### src/rtl/seg7_pkg.sv
// Shared segment-encoding constants and types for the 7-segment scan driver.
// Segment bit order is gfedcba, i.e. bit0 = a.
package seg7_pkg;

    typedef logic [6:0] seg_t;

    localparam int SEG_A = 0;
    localparam int SEG_B = 1;
    localparam int SEG_C = 2;
    localparam int SEG_D = 3;
    localparam int SEG_E = 4;
    localparam int SEG_F = 5;
    localparam int SEG_G = 6;

    localparam seg_t hex_pattern [16] = '{
        7'h3F, 7'h06, 7'h5B, 7'h4F, 7'h66, 7'h6D, 7'h7D, 7'h07,
        7'h7F, 7'h6F, 7'h77, 7'h7C, 7'h39, 7'h5E, 7'h79, 7'h71
    };

endpackage

### src/rtl/seg7_hex_decode.sv
// Combinational hex digit to active-high segment pattern lookup.
module seg7_hex_decode
    import seg7_pkg::*;
(
    input  logic [3:0] code_i,
    output seg_t       seg_o
);

    assign seg_o = hex_pattern[code_i];

endmodule

### src/rtl/seg7_scan_driver.sv
// Time-multiplexed hex 7-segment driver with double-buffered display data,
// leading-zero suppression, per-digit blank/dp and anti-ghosting dead time.
module seg7_scan_driver
    import seg7_pkg::*;
#(
    parameter int unsigned NUM_DIGITS  = 4,
    parameter int unsigned REFRESH_DIV = 1000,
    parameter bit          ACTIVE_LOW  = 1'b0
) (
    input  logic                    clk,
    input  logic                    reset,
    input  logic [4*NUM_DIGITS-1:0] digits,
    input  logic [NUM_DIGITS-1:0]   dp_mask,
    input  logic [NUM_DIGITS-1:0]   blank_mask,
    input  logic                    lz_en,
    input  logic                    load,
    output logic [6:0]              seg,
    output logic                    dp,
    output logic [NUM_DIGITS-1:0]   an,
    output logic                    update_pending,
    output logic                    frame_done
);

    localparam int unsigned PreW = $clog2(REFRESH_DIV);
    localparam int unsigned IdxW = (NUM_DIGITS > 1) ? $clog2(NUM_DIGITS) : 1;
    localparam logic [PreW-1:0] PreLast = PreW'(REFRESH_DIV - 1);
    localparam logic [IdxW-1:0] IdxLast = IdxW'(NUM_DIGITS - 1);

    typedef struct packed {
        logic [4*NUM_DIGITS-1:0] codes;
        logic [NUM_DIGITS-1:0]   dp_m;
        logic [NUM_DIGITS-1:0]   blank_m;
        logic                    lz;
    } disp_t;

    logic [PreW-1:0]       pre_q, pre_d;
    logic [IdxW-1:0]       idx_q, idx_d;
    logic                  pend_q, pend_d;
    disp_t                 pset_q, pset_d;
    disp_t                 act_q, act_d;
    disp_t                 in_set;
    logic                  wrap_q, fd_q;
    seg_t                  seg_q;
    logic                  dp_q;
    logic [NUM_DIGITS-1:0] an_q, an_d;
    logic                  slot_end, boundary;
    logic [NUM_DIGITS-1:0] suppress;
    logic                  zero_run;
    logic [3:0]            code;
    logic                  dark, dp_sel;
    seg_t                  dec;

    assign in_set   = {digits, dp_mask, blank_mask, lz_en};
    assign slot_end = (pre_q == PreLast);
    assign boundary = slot_end && (idx_q == IdxLast);

    always_comb begin
        pre_d  = slot_end ? '0 : pre_q + 1'b1;
        idx_d  = idx_q;
        if (slot_end) begin
            idx_d = boundary ? '0 : idx_q + 1'b1;
        end
        pend_d = pend_q;
        pset_d = pset_q;
        act_d  = act_q;
        // A load landing on the boundary bypasses the pending buffer entirely.
        if (boundary) begin
            if (load) begin
                act_d  = in_set;
                pend_d = 1'b0;
            end else if (pend_q) begin
                act_d  = pset_q;
                pend_d = 1'b0;
            end
        end else if (load) begin
            pset_d = in_set;
            pend_d = 1'b1;
        end
    end

    always_comb begin
        suppress = '0;
        zero_run = 1'b1;
        for (int i = NUM_DIGITS - 1; i >= 1; i--) begin
            zero_run    = zero_run && (act_q.codes[4*i +: 4] == 4'h0);
            suppress[i] = act_q.lz && zero_run;
        end
        code   = '0;
        dark   = 1'b0;
        dp_sel = 1'b0;
        an_d   = '0;
        for (int i = 0; i < NUM_DIGITS; i++) begin
            if (idx_q == IdxW'(i)) begin
                code    = act_q.codes[4*i +: 4];
                dark    = act_q.blank_m[i] || suppress[i];
                dp_sel  = act_q.dp_m[i] && !act_q.blank_m[i];
                an_d[i] = (pre_q != '0);
            end
        end
    end

    seg7_hex_decode u_dec (
        .code_i (code),
        .seg_o  (dec)
    );

    always_ff @(posedge clk or posedge reset) begin
        if (reset) begin
            pre_q  <= '0;
            idx_q  <= '0;
            pend_q <= 1'b0;
            pset_q <= '0;
            act_q  <= '0;
            wrap_q <= 1'b0;
            fd_q   <= 1'b0;
            seg_q  <= '0;
            dp_q   <= 1'b0;
            an_q   <= '0;
        end else begin
            pre_q  <= pre_d;
            idx_q  <= idx_d;
            pend_q <= pend_d;
            pset_q <= pset_d;
            act_q  <= act_d;
            // Delay by two so the pulse lines up with digit 0's first registered cycle.
            wrap_q <= boundary;
            fd_q   <= wrap_q;
            an_q   <= an_d;
            seg_q  <= (dark || (pre_q == '0)) ? '0 : dec;
            dp_q   <= dp_sel && (pre_q != '0);
        end
    end

    assign seg            = seg_q ^ {7{ACTIVE_LOW}};
    assign dp             = dp_q ^ ACTIVE_LOW;
    assign an             = an_q ^ {NUM_DIGITS{ACTIVE_LOW}};
    assign update_pending = pend_q;
    assign frame_done     = fd_q;

endmodule

### config.mk
export PLATFORM = sky130hd
export DESIGN_NAME = seg7_scan_driver
export DESIGN_NICKNAME = d
export VERILOG_FILES = /design/src/rtl/seg7_pkg.sv /design/src/rtl/seg7_hex_decode.sv /design/src/rtl/seg7_scan_driver.sv
export SDC_FILE = /design/constraint.sdc
export NUM_CORES = 1
export LEC_CHECK = 0
export CORE_MARGIN = 1.5
export CORE_UTILIZATION = 55
export CTS_CLUSTER_SIZE = 14
export DETAILED_ROUTE_END_ITERATION = 6
export PLACE_DENSITY = 0.77
export SYNTH_ARGS = -nofsm -noshare
export SYNTH_HDL_FRONTEND = slang
export SYNTH_SLANG_ARGS = --single-unit
### constraint.sdc
create_clock -name clk -period 7.1 [get_ports clk]
set_clock_uncertainty 0.15 [all_clocks]
set_input_delay 0.71 -clock clk [delete_from_list [all_inputs] [get_ports clk]]
set_output_delay 0.71 -clock clk [all_outputs]
set_load 0.1 [all_outputs]
### Word-level counts from Yosys, hierarchy flattened

Memory sizes are Yosys's and may differ from the RTL's.
Cells that the tools add are included.

| storage, ports and cells | value |
|---|---|
| register bits after elaboration | 77 |
| ROM bits | 112 |
| input bits | 28 |
| output and inout bits | 14 |
| word-level logic and storage cells | 80 |
| memories | 1 |

Memories:

| name | depth | width | read ports | clocked after memory_dff | write ports | line | source |
|---|---|---|---|---|---|---|---|
| (name not given) | 16 | 7 | 1 | 0 | 0 | seg7_hex_decode.sv:9 | `assign seg_o = hex_pattern[code_i];` |

| cells by class | value |
|---|---|
| add/subtract/negate cells | 2 |
| magnitude comparators | 1 |
| equality and inequality tests | 4 |
| muxes and demuxes | 25 |
| bitwise gates (word level) | 2 |
| reduce and logical (&&, ||, !) cells | 29 |

Operators by type and width:

| kind | number |
|---|---|
| $mux W25 | 2 |
| $mux W7 | 3 |
| $mux W4 | 4 |
| $mux W1 | 14 |
| $logic_not A4 Y1 | 3 |
| $logic_and A1 B1 Y1 | 11 |
| $add A10 B1 Y10 const B | 1 |
| $eq A10 B10 Y1 const B | 1 |
| $logic_not A10 Y1 | 1 |
| $mux W10 | 1 |
| $reduce_bool A10 Y1 | 1 |
| $ge A5 B5 Y1 const B | 1 |
| $not A4 Y5 | 1 |
| $eq A2 B2 Y1 const B | 2 |
| $logic_not A1 Y1 | 4 |
| $logic_or A1 B1 Y1 | 4 |
| $reduce_and A2 Y1 | 2 |
| $reduce_bool A2 Y1 | 2 |
| $add A2 B1 Y2 const B | 1 |
| $eq A2 B1 Y1 const B | 1 |
| $logic_not A2 Y1 | 1 |
| $mux W2 | 1 |
| $not A1 Y1 | 1 |

### Longest topological paths before layout

| depth | value |
|---|---|
| depth in word-level cells | 10 |
| mapped depth | 10 |
| depth with buffers taken out | 9 |

### By module

From an unflattened synthesis, not the netlist that was laid out.

| second synthesis, totals | value |
|---|---|
| cells, all modules | 309 |
| area, all modules | 3860.0 sq um |

By module, submodules not included:

| module | instances | cells an instance | area each (sq um) | seq. area each (sq um) |
|---|---|---|---|---|
| seg7_scan_driver | 1 | 276 | 3569.7 | 1926.8 |
| seg7_hex_decode | 1 | 33 | 290.3 | 0.0 |

### Worst setup path before layout

Ideal clock, no wire load.

| timing | value |
|---|---|
| kind | register to register |
| start | register idx_q[1] |
| end | register seg_q[3] (netlist: seg[3]) |
| library setup time | 0.075 ns |
| arrival time | 2.205 ns |
| data required time | 6.875 ns |
| slack | 4.670 ns |
| cell stages (with the launch flop) | 11 |
| buffers on the path | 1 |
| clock period less this slack | 2.430 ns |
| path through | dfrtp_1 -> inv_1 -> ha_1 -> clkbuf_1 -> a211oi_1 -> a221oi_1 -> inv_1 -> ha_1 -> mux2i_1 -> mux2i_1 -> nor2_1 |

| on the way | value |
|---|---|
| word-level cells in the longest chain between the ends | 10 |
| elaborated cells between the ends (all ways) | 18 |
| classes of those cells | 3 x eq/ne; 11 x mux; 1 x bitwise; 2 x reduce/logical; 1 x memory |

RTL lines:

| element | line | source |
|---|---|---|
| start: declaration | seg7_scan_driver.sv:37 | `logic [IdxW-1:0] idx_q, idx_d;` |
| start signal: assignment | seg7_scan_driver.sv:121 | `idx_q <= idx_d;` |
| $logic_not A2 Y1 | seg7_scan_driver.sv:93 | `if (idx_q == IdxW'(i)) begin` |
| $mux W4 (4 in a row) | seg7_scan_driver.sv:93 |  |
| $not A4 Y5 (not written as such) | seg7_hex_decode.sv:9 |  |
| $mem_v2 Z16 W7 | - |  |
| $mux W7 (not written as such) (2 in a row) | seg7_hex_decode.sv:9 |  |
| $mux W7 (*) | seg7_scan_driver.sv:129 | `seg_q <= (dark \|\| (pre_q == '0)) ? '0 : dec;` |
| end signal: assignment | seg7_scan_driver.sv:129 |  |
| end: declaration | seg7_scan_driver.sv:43 | `seg_t seg_q;` |

Every way passes the cells marked *; elsewhere a longest branch is shown, timed or not. The select of a mux whose other input is x is not followed.
A chain may end at the register's enable or synchronous reset.

### Worst setup path after layout

| timing | value |
|---|---|
| start | register idx_q[0] |
| end | register seg_q[3] (netlist: seg[3]) |

The elaborated chain is that of the path after synthesis.

==> summary.json <==
{
  "run_status": "finished clean",
  "dieArea_um2": 7350,
  "post_layout_nonfiller_instances": 451,
  "required_ns": 7.22,
  "placement_rows": 29,
  "final.min_clock_period_ns": 2.98,
  "critical_path.cell_chain": "ha_1 -> a211oi_1 -> a221oi_1 -> inv_1 -> ha_1 -> mux2i_1 -> mux2i_1 -> nor2_1",
  "ys.flop_type": "sky130_fd_sc_hd__dfrtp_1",
  "clkSinkCount": 77,
  "reg2reg_slack_ns": 4.12,
  "dr_top_layer": "met4",
  "synth.area.top_cells": "sky130_fd_sc_hd__dfrtp_1 51%, sky130_fd_sc_hd__mux2_4 8.0%, sky130_fd_sc_hd__mux2i_1 7.4%",
  "clock_power_share_pct": 47.3,
  "mostFrequentLayoutCell": "sky130_fd_sc_hd__dfrtp_1",
  "drcViolationCount": 0,
  "hold_viol_final": 0,
  "timing.hold.worst_path_depth": 0,
  "synth_top_area_cell": "sky130_fd_sc_hd__dfrtp_1",
  "netlist_area_um2": 3770,
  "route.met2.wl_mm": 3.17,
  "max-slew-margin-rel_pct": 35.4,
  "rsz0062_at_grt": "no",
  "synth_seq_area_share_pct": 51.2,
  "grt_use_total_pct": 20.3,
  "num-nets-final": 409,
  "switching_share_pct": 19.5,
  "synth_top_area_share_pct": 51.2,
  "synthDistinctLibCells": 40,
  "timing.setup.tns_ns": 0,
  "area_growth_from_synthesis_to_final_layout_pct": 19.8,
  "worst_ir_drop_vdd_mv": 0.165,
  "via_count": 2516,
  "min_period_over_period_pct": 41.9,
  "critical_path_sink_type": "register",
  "floorplan.initialDensity_pct": 58.0,
  "cts-root-to-sink-buffers": 2,
  "design.core.area_um2": 6490,
  "critical_path.reg2reg.endpoint": "seg[3]",
  "placed_cells_incl_taps": 435,
  "htreeDepth": 3,
  "hold_class": "reg -> reg",
  "n_antenna_cell": 0,
  "leakage_nw": 2.02,
  "net-switching-power_w": 0.000195,
  "endpoint_worst_hold": "frame_done",
  "pwr-share-comb_pct": 6.8,
  "grt_start_max_net_pins": 78,
  "die_height_um": 85.8,
  "async_reset_ff_share_pct": 100,
  "global_route_wire_length_before_repair_mm": 11.6,
  "hold_slack_ns": 0.207,
  "setup.worst_path.start_class": "register",
  "grt_pass1_vias": 2467,
  "dp.final_hpwl_mm": 4.49,
  "worst-r2r-cell-count": 8,
  "mean_instance_size_in_the_synthesized_netlist_um2": 11.4,
  "layout_common_cells": "77 x sky130_fd_sc_hd__dfrtp_1, 41 x sky130_fd_sc_hd__clkdlybuf4s50_1, 31 x sky130_fd_sc_hd__nand2_1, 31 x sky130_fd_sc_hd__o21ai_0, 28 x sky130_fd_sc_hd__mux2i_1",
  "crit_path_top_delay_cell": "sky130_fd_sc_hd__a221oi_1",
  "max_clock_freq_ghz": 0.336,
  "dpl_worst_slack_ns": 4.22,
  "clkSlewWorstSetupHoldPaths_ns": 0.08,
  "synth-warning-count": 0,
  "critical_path.reg2reg.startpoint": "idx_q[0]",
  "cts.repair_timing.setup_buffer_count": 0,
  "ios": 42,
  "post_cts_resized": 0,
  "postRouteWirelength_mm": 6.69,
  "worst-path-max-fanout": 21,
  "insertion_delay_ns": 0.35,
  "numCtsBuffers": 9,
  "cts_tree": "built",
  "detailedRoute.firstPassIterationCount": 4,
  "worst_pin_slew_ns": 0.965,
  "post_placement_cell_area_um2": 4220,
  "drv_slew": 0,
  "antenna_found_initial": 0,
  "max_cap_violations": 0,
  "setup_ws_ns": 4.12,
  "n_fill_cell": 482,
  "portBuffers": 41,
  "critPathBufInv": 1,
  "met3RoutedLength_um": 203,
  "crit_family": "adder cells",
  "die_width_um": 85.8,
  "setup_viol": 0,
  "grt-ovfl-total": 0,
  "clock-root-buffer": "sky130_fd_sc_hd__clkbuf_8",
  "cell_internal_pwr_w": 0.000808,
  "post_route_cells_drive_above_1_share_pct": 14.2,
  "met1_length_mm": 3.18,
  "vias_per_cell": 5.58,
  "min-delay-start": "wrap_q",
  "routabilityCongestion": 0.814,
  "postSynthRegisterBits": 77,
  "drt.antenna.violating_nets": 0,
  "synth.net_count": 370,
  "synth_enable_flop_cells": 0,
  "p_per_area_nw_per_um2": 222,
  "cts_hold_buffers": 0,
  "share_of_total_power_in_sequential_cells_pct": 45.9,
  "post-route-cell-area_um2": 4510,
  "cpPeakStageDelay_ns": 0.79,
  "synth_cells": 330,
  "drtIter0Drc": 190,
  "post_drt_wl_per_cell_um": 14.8,
  "criticalPathCategory": "reg -> reg",
  "critical_path_arrival_ns": 3.09
}
Yosys cell counts (4+ instances only):
library cell                n
sky130_fd_sc_hd__ha_1      12
sky130_fd_sc_hd__o21ai_0   31
sky130_fd_sc_hd__xnor2_1    4
sky130_fd_sc_hd__a211oi_1   9
sky130_fd_sc_hd__clkbuf_1  11
sky130_fd_sc_hd__inv_1     16
sky130_fd_sc_hd__and2_1     5
sky130_fd_sc_hd__nand2_1   31
sky130_fd_sc_hd__mux2_4    20
sky130_fd_sc_hd__nor2b_1    4
sky130_fd_sc_hd__nand3_1    7
sky130_fd_sc_hd__nand3b_1   6
sky130_fd_sc_hd__mux2i_1   28
sky130_fd_sc_hd__nor3b_1    4
sky130_fd_sc_hd__mux2_2     6
sky130_fd_sc_hd__nor2_1    20
sky130_fd_sc_hd__dfrtp_1   77
logic make-up after synthesis:
| kind of cell | count (synthesis) | share of synthesized area (%) |
|---|---|---|
| compound gates | 55 | 9.17 |
| xor+xnor | 7 | 1.63 |
| fa+ha+maj | 12 | 3.99 |
| buf+inv | 33 | 3.99 |
| flops | 77 | 51.2 |
| mux | 54 | 17.2 |
| simple gates | 92 | 12.9 |
final cells by class:
cell class                 count  area, um^2  area share, %
sequential                    77        1930           42.7
multi-input combinational    220        1690           37.5
clock inverter                 6         158           3.50
clock buffer                  10         138           3.05
inverter                      16        60.1           1.33
tap                           77        96.3           2.14
timing repair buffer          45         440           9.76
how the worst max path moves through the flow:
stage,startpoint,endpoint,slack (ns),depth (start not counted)
global route,idx_q[0],seg[3],3.83,8
global placement,load,pset_q[23],4.28,5
detailed placement,idx_q[0],seg[3],4.22,8
CTS,idx_q[0],seg[3],4.12,8
finish,idx_q[0],seg[3],4.12,8
floorplan,reset,act_q[0],4.27,1
power by group through the flow:
stage          Combinational (W)  Sequential, W  Clock (W)
5_1_grt                0.0000749       0.000462   0.000500
4_1_cts                0.0000700       0.000460   0.000479
2_1_floorplan          0.0000461       0.000466          0
3_5_place_dp           0.0000696       0.000469          0
6_report               0.0000687       0.000460   0.000474
3_3_place_gp           0.0000677       0.000468          0
flip-flops by register name (all words and copies together), names as in the netlist:
register        count
act_q              25
an                  4
dp                  1
frame_done          1
idx_q               2
pre_q              10
pset_q             25
seg                 7
update_pending      1
wrap_q              1
metrics by stage:
| step | power [W] | utilization, % |
|---|---|---|
| final | 0.00100 | 69.4 |
| after global routing | 0.00104 | 69.4 |
| after CTS | 0.00101 | 69.4 |
| after detailed placement | 0.000538 | 64.9 |
| after global placement | 0.000536 | 64.9 |
| after floorplan | 0.000512 | - |
metal layers:
metal / track usage (%) / vias up
li1: - / 1230
met1: 26.6 / 1230
met2: 32.3 / 42
met3: 5.58 / 14
met4: 8.36 / 0
met5: 0 / -
(Power assumes the default switching activity.)
